## src/rtl/anabellek_hakemi.sv

```systemverilog
// anabellek_hakemi: round-robin arbiter giving the instruction and data caches turns on the single main-memory port.
module anabellek_hakemi #(
    parameter int ADRES_BIT = 32,
    parameter int BLOK_BIT  = 128
) (
    input  logic                 clk_i,
    input  logic                 rst_i,
    input  logic [ADRES_BIT-1:0] buyruk_okuma_istek_adres_i,
    input  logic                 buyruk_okuma_istek_gecerli_i,
    output logic [BLOK_BIT-1:0]  buyruk_okuma_veri_blok_o,
    output logic                 buyruk_okuma_istek_hazir_o,
    input  logic [ADRES_BIT-1:0] veri_istek_adres_i,
    input  logic                 veri_istek_gecerli_i,
    input  logic                 veri_istek_yaz_i,
    input  logic [BLOK_BIT-1:0]  veri_yazma_veri_blok_i,
    output logic [BLOK_BIT-1:0]  veri_okuma_veri_blok_o,
    output logic                 veri_istek_hazir_o,
    output logic [ADRES_BIT-1:0] anabellek_istek_adres_o,
    output logic                 anabellek_istek_gecerli_o,
    output logic                 anabellek_istek_yaz_o,
    output logic [BLOK_BIT-1:0]  anabellek_yazma_veri_blok_o,
    input  logic [BLOK_BIT-1:0]  anabellek_okuma_veri_blok_i,
    input  logic                 anabellek_istek_hazir_i
);
    typedef enum logic [1:0] {BOSTA, BUYRUK_SERVIS, VERI_SERVIS} durum_t;
    durum_t durum, durum_n;
    logic son_hizmet, son_hizmet_n, yaz_r, yaz_n;
    logic [ADRES_BIT-1:0] adres_r, adres_n;
    logic [BLOK_BIT-1:0] yazma_blok_r, yazma_blok_n;
    logic buyruk_sec, veri_sec, buyruk_bitti, veri_bitti;
    // son_hizmet names the last owner; on a tie the other side wins
    assign buyruk_sec = buyruk_okuma_istek_gecerli_i && (!veri_istek_gecerli_i || son_hizmet);
    assign veri_sec = veri_istek_gecerli_i && (!buyruk_okuma_istek_gecerli_i || !son_hizmet);
    assign buyruk_bitti = durum == BUYRUK_SERVIS && anabellek_istek_hazir_i;
    assign veri_bitti = durum == VERI_SERVIS && anabellek_istek_hazir_i;
    always_ff @(posedge clk_i) begin
        if (rst_i) begin
            durum <= BOSTA;
            son_hizmet <= 1'b1;
            adres_r <= '0;
            yaz_r <= 1'b0;
            yazma_blok_r <= '0;
        end else begin
            durum <= durum_n;
            son_hizmet <= son_hizmet_n;
            adres_r <= adres_n;
            yaz_r <= yaz_n;
            yazma_blok_r <= yazma_blok_n;
        end
    end
    always_comb begin
        durum_n = durum;
        son_hizmet_n = son_hizmet;
        adres_n = adres_r;
        yaz_n = yaz_r;
        yazma_blok_n = yazma_blok_r;
        if (durum == BOSTA) begin
            if (buyruk_sec) begin
                durum_n = BUYRUK_SERVIS;
                adres_n = buyruk_okuma_istek_adres_i;
                yaz_n = 1'b0;
            end else if (veri_sec) begin
                durum_n = VERI_SERVIS;
                adres_n = veri_istek_adres_i;
                yaz_n = veri_istek_yaz_i;
                yazma_blok_n = veri_yazma_veri_blok_i;
            end
        end else if (anabellek_istek_hazir_i) begin
            durum_n = BOSTA;
            son_hizmet_n = durum == VERI_SERVIS;
        end
    end
    assign anabellek_istek_gecerli_o = durum != BOSTA;
    assign anabellek_istek_adres_o = adres_r;
    assign anabellek_istek_yaz_o = anabellek_istek_gecerli_o && yaz_r;
    assign anabellek_yazma_veri_blok_o = yazma_blok_r;
    assign buyruk_okuma_istek_hazir_o = buyruk_bitti;
    assign veri_istek_hazir_o = veri_bitti;
    assign buyruk_okuma_veri_blok_o = buyruk_bitti ? anabellek_okuma_veri_blok_i : '0;
    // a write-back returns no data
    assign veri_okuma_veri_blok_o = (veri_bitti && !yaz_r) ? anabellek_okuma_veri_blok_i : '0;
endmodule

```

## config.mk

```make
export PLATFORM = sky130hd
export DESIGN_NAME = anabellek_hakemi
export DESIGN_NICKNAME = d
export VERILOG_FILES = /design/src/rtl/anabellek_hakemi.sv
export SDC_FILE = /design/constraint.sdc
export NUM_CORES = 1
export LEC_CHECK = 0
export CAP_MARGIN = 40
export CORE_AREA = 2 2 288 290
export DETAILED_ROUTE_END_ITERATION = 16
export DIE_AREA = 0 0 290 292
export SKIP_LAST_GASP = 1
export SLEW_MARGIN = 0
export SYNTH_ARGS = -nofsm -noshare
export SYNTH_HDL_FRONTEND = slang
export SYNTH_SLANG_ARGS = --single-unit
```

## constraint.sdc

```tcl
create_clock -name clk_i -period 3.6 [get_ports clk_i]
set_input_delay 0.72 -clock clk_i [delete_from_list [all_inputs] [get_ports clk_i]]
set_output_delay 0.72 -clock clk_i [all_outputs]
set_load 0.02 [all_outputs]
```

==> results.md <==
- Routed Antenna Nets: 0
- Reg2Reg Capture Point: anabellek_yazma_veri_blok_o[105]
- Top Ports: 746
- Status: completed
- Mux contribution to synthesized area: 0
- Largest family of logic cells by synthesized area: simple AND/OR/NAND/NOR gates
- Iter 0 DRT Violations: 537
- H-tree level count: 4
- Pre-CTS WS: 0.0521 ns
- Synth Area in Adders: 0
- Max VDD drop: 0.000340 V
- Via density: 3.72
- DIE HEIGHT: 292 um
- Crit end category: output pin
- Worst hold path type: register to register
- Slew margin rel.: 0.508
- Internal: 3.76 mW
- Reg clk slew, reported paths: 0.07 ns
- Most frequent cell after synthesis: and2_1
- Initial antenna violation count: 9
- Global Route Usage Sum: 0.126
- Top cell type's share of synthesized area: 0.367
- Distinct cells, synth: 24
- Synth cell count leaders: 258 x and2_1, 164 x dfxtp_1, 136 x o21ai_0, 130 x nand2b_1, 128 x nand4b_1
- Top_reg_cell synth: dfxtp_1
- Fill cells: 8929
- WL per Instance: 19.9 um
- RSZ-0062 raised after global routing: yes
- Final TNS setup: 0 ns
- Final WS setup: 0.0493 ns
- Reg-to-Reg Start: durum[0]
- Worst skew pair latency: 0.48 ns
- Switching Share: 0.339
- Flop2flop setup slack: 1.73 ns
- CP Capture Point: veri_okuma_veri_blok_o[8]
- Static leakage: 6.99 nW
- Hold Fails Final Rpt: 0
- Largest area contributor in the netlist: dfxtp_1
- GPL Wtd Cong: 0.918
- Number of buffers created by CTS: 17
- First-pass GRT wire length: 77700 um
- Clk pwr share: 0.332
- Simple-Gate Fraction of Synth Area: 0.422
- Pre-antenna DRT Iters: 4
- Post-place instance area: 0.0177 mm^2
- Async SR Flop Fraction: 0
- Cts hold-fix bufs: 0
- Area of the multi-input gates: 0.00509 mm^2
- Yosys reg bits: 164
- Post-synth EDFFs: 0
- Initial core utilization: 0.110
- Worst EP arrival: 2.83 ns
- CP Launch Point: anabellek_istek_hazir_i
- Clock root cell: clkbuf_16
- Syn Nets: 1411
- Compound-Gate Fraction of Synth Area: 0.145
- Layout cell share with drive strength beyond 1: 0.0545
- Final instance area: 0.0185 mm^2
- Clock Tree Buf Depth: 2
- Slew Viols, Final: 0
- Mapped Cells: 1085
- Shortest period the worst path allows: 3.55 ns
- Max cap viols: 0
- Power Density: 307 mW/mm^2
- CP Class: input pin to output pin
- Remaining DRCs: 0
- Reg area: 0.00328 mm^2
- Combinational power share: 0.313
- Post-Synthesis Cell Area: 0.00894 mm^2
- Setup Skew: 0.0221 ns
- Fin nets: 2093
- DP HPWL: 44600 um
- Synth area leaders: dfxtp_1 37%, and2_1 18%, nand4b_1 13%, nand2b_1 9.1%, o21ai_0 7.6%
- XOR/XNOR Fraction of Synth Area: 0
- Via count: 10600
- Sequential power share: 0.355
- Critical Path Source Type: input pin
- GRT overflow: 0
- Sequential share of the synthesized area: 0.367
- Hold depth: 2
- Layout Utilization: 0.227
- WP data required: 2.88 ns
- Crit share post-route: 0.986
- Slew @ Worst Pin: 0.738 ns
- Input/output buffers: 745
- Largest net degree at the start of global routing: 119
- Routed Wire Length: 56900 um
- Worst R2R Path Depth: 4
- YS warnings: 0
- Fmax: 0.282 GHz
- Syn avg cell area: 8.24 um^2
- Finish-stage setup viols: 0
- Synth-to-Final Area Change: 107%
- Die width: 290 um
- TritonCTS clock tree: built
- Core footprint: 0.0816 mm^2
- Die ar.: 0.0847 mm^2
- NetSw: 1.93 mW
- Vias in the first global route: 10300
- Critical path fanouts, max: 31
- Number of clock sinks: 164
- Row count: 105
- Final Power: 5.68 mW
-- critical path, stage by stage --
cell and delay (ns):
clkdlybuf4s50_1 0.49, nand2_1 0.13, nor3_4 0.28, buf_4 0.19, buf_8 0.23, and2_1 0.15, clkdlybuf4s50_1 0.63
-- routing by layer --
layer	part of all wire	GRT usage	vias to the layer above
li1	-	-	5127
met1	0.47	0.174	4981
met2	0.43	0.185	483
met3	0.077	0.0413	35
met4	0.016	0.0356	2
met5	0.00028	0	-
-- through the flow --
stage	hold slack [ns]	std cells
finish	0.464	2855
global route	0.483	2850
CTS	0.466	2844
detailed placement	0.453	2812
global placement	0.451	2810
floorplan	0.474	1085
-- worst min path at each step --
stage / from / end / slack, ns
3_5_place_dp: anabellek_yazma_veri_blok_o[23] / anabellek_yazma_veri_blok_o[23] / 0.45
3_3_place_gp: anabellek_yazma_veri_blok_o[14] / anabellek_yazma_veri_blok_o[14] / 0.45
2_1_floorplan: yaz_r / yaz_r / 0.47
6_report: anabellek_yazma_veri_blok_o[23] / anabellek_yazma_veri_blok_o[23] / 0.46
5_1_grt: anabellek_yazma_veri_blok_o[9] / anabellek_yazma_veri_blok_o[9] / 0.48
4_1_cts: anabellek_yazma_veri_blok_o[23] / anabellek_yazma_veri_blok_o[23] / 0.47
-- registers in the layout (all words and copies together) (netlist names) --
register	flops
anabellek_yazma_veri_blok_o	128
anabellek_istek_adres_o	32
durum	2
son_hizmet	1
yaz_r	1
-- cells by family after synthesis --
kind of cell           after synthesis
and+or+nand+nor                    561
AOI/OAI and AO/OA                  230
DFF                                164
buffers and inverters              130
-- power by group through the flow --
stage	Clock, mW	Combinational [mW]	Sequential, mW
after floorplan	0	0.555	2.21
after global placement	0	1.78	2.06
after detailed placement	0	1.77	2.06
after CTS	2.00	1.78	2.02
after global routing	2.03	1.88	2.04
final	1.89	1.78	2.02
-- timing repair --
| action | in CTS | in global routing |
|---|---|---|
| setup endpoints to repair | 0 | 49 |
| gates resized for setup | 0 | 44 |
| buffers inserted | 0 | 4 |
-- final cells by class --
cell class              instances  share of cell area
well taps                    1070              0.0724
clock buffers                  17              0.0230
inverters                       3            0.000609
repair buffers                790               0.442
multi-input cells             791               0.275
diodes                          5            0.000677
clock inverters                15             0.00873
flip-flops and latches        164               0.178
-- layout by cell type, fill, tap and decap left out --
cell type | netlist | final
clkdlybuf4s50_1 | 0 | 690
and2_1 | 258 | 257
dfxtp_1 | 164 | 164
o21ai_0 | 136 | 136
nand2b_1 | 130 | 130
nand4b_1 | 128 | 128
dlymetal6s2s_1 | 0 | 42
nand3_1 | 33 | 33
a21oi_1 | 33 | 33
a311oi_1 | 32 | 32
buf_4 | 16 | 32
o21ai_1 | 25 | 25
buf_12 | 0 | 20
clkbuf_16 | 0 | 18
diode_2 | 0 | 5
inv_6 | 0 | 5
nor2_1 | 6 | 4
clkinv_8 | 0 | 4
inv_1 | 3 | 3
inv_8 | 0 | 3
buf_8 | 0 | 3
nor2_2 | 1 | 2
nand2_1 | 2 | 2
clkinv_2 | 0 | 2
buf_6 | 0 | 2
nor3_4 | 0 | 1
nor2_4 | 0 | 1
a211oi_4 | 1 | 1
and2_4 | 0 | 1
a32oi_1 | 1 | 1
and2b_1 | 1 | 1
or2_2 | 1 | 1
a22oi_1 | 1 | 1
a21o_1 | 1 | 1
clkinv_4 | 0 | 1
No activity file was read; power rests on OpenSTA's default activity.
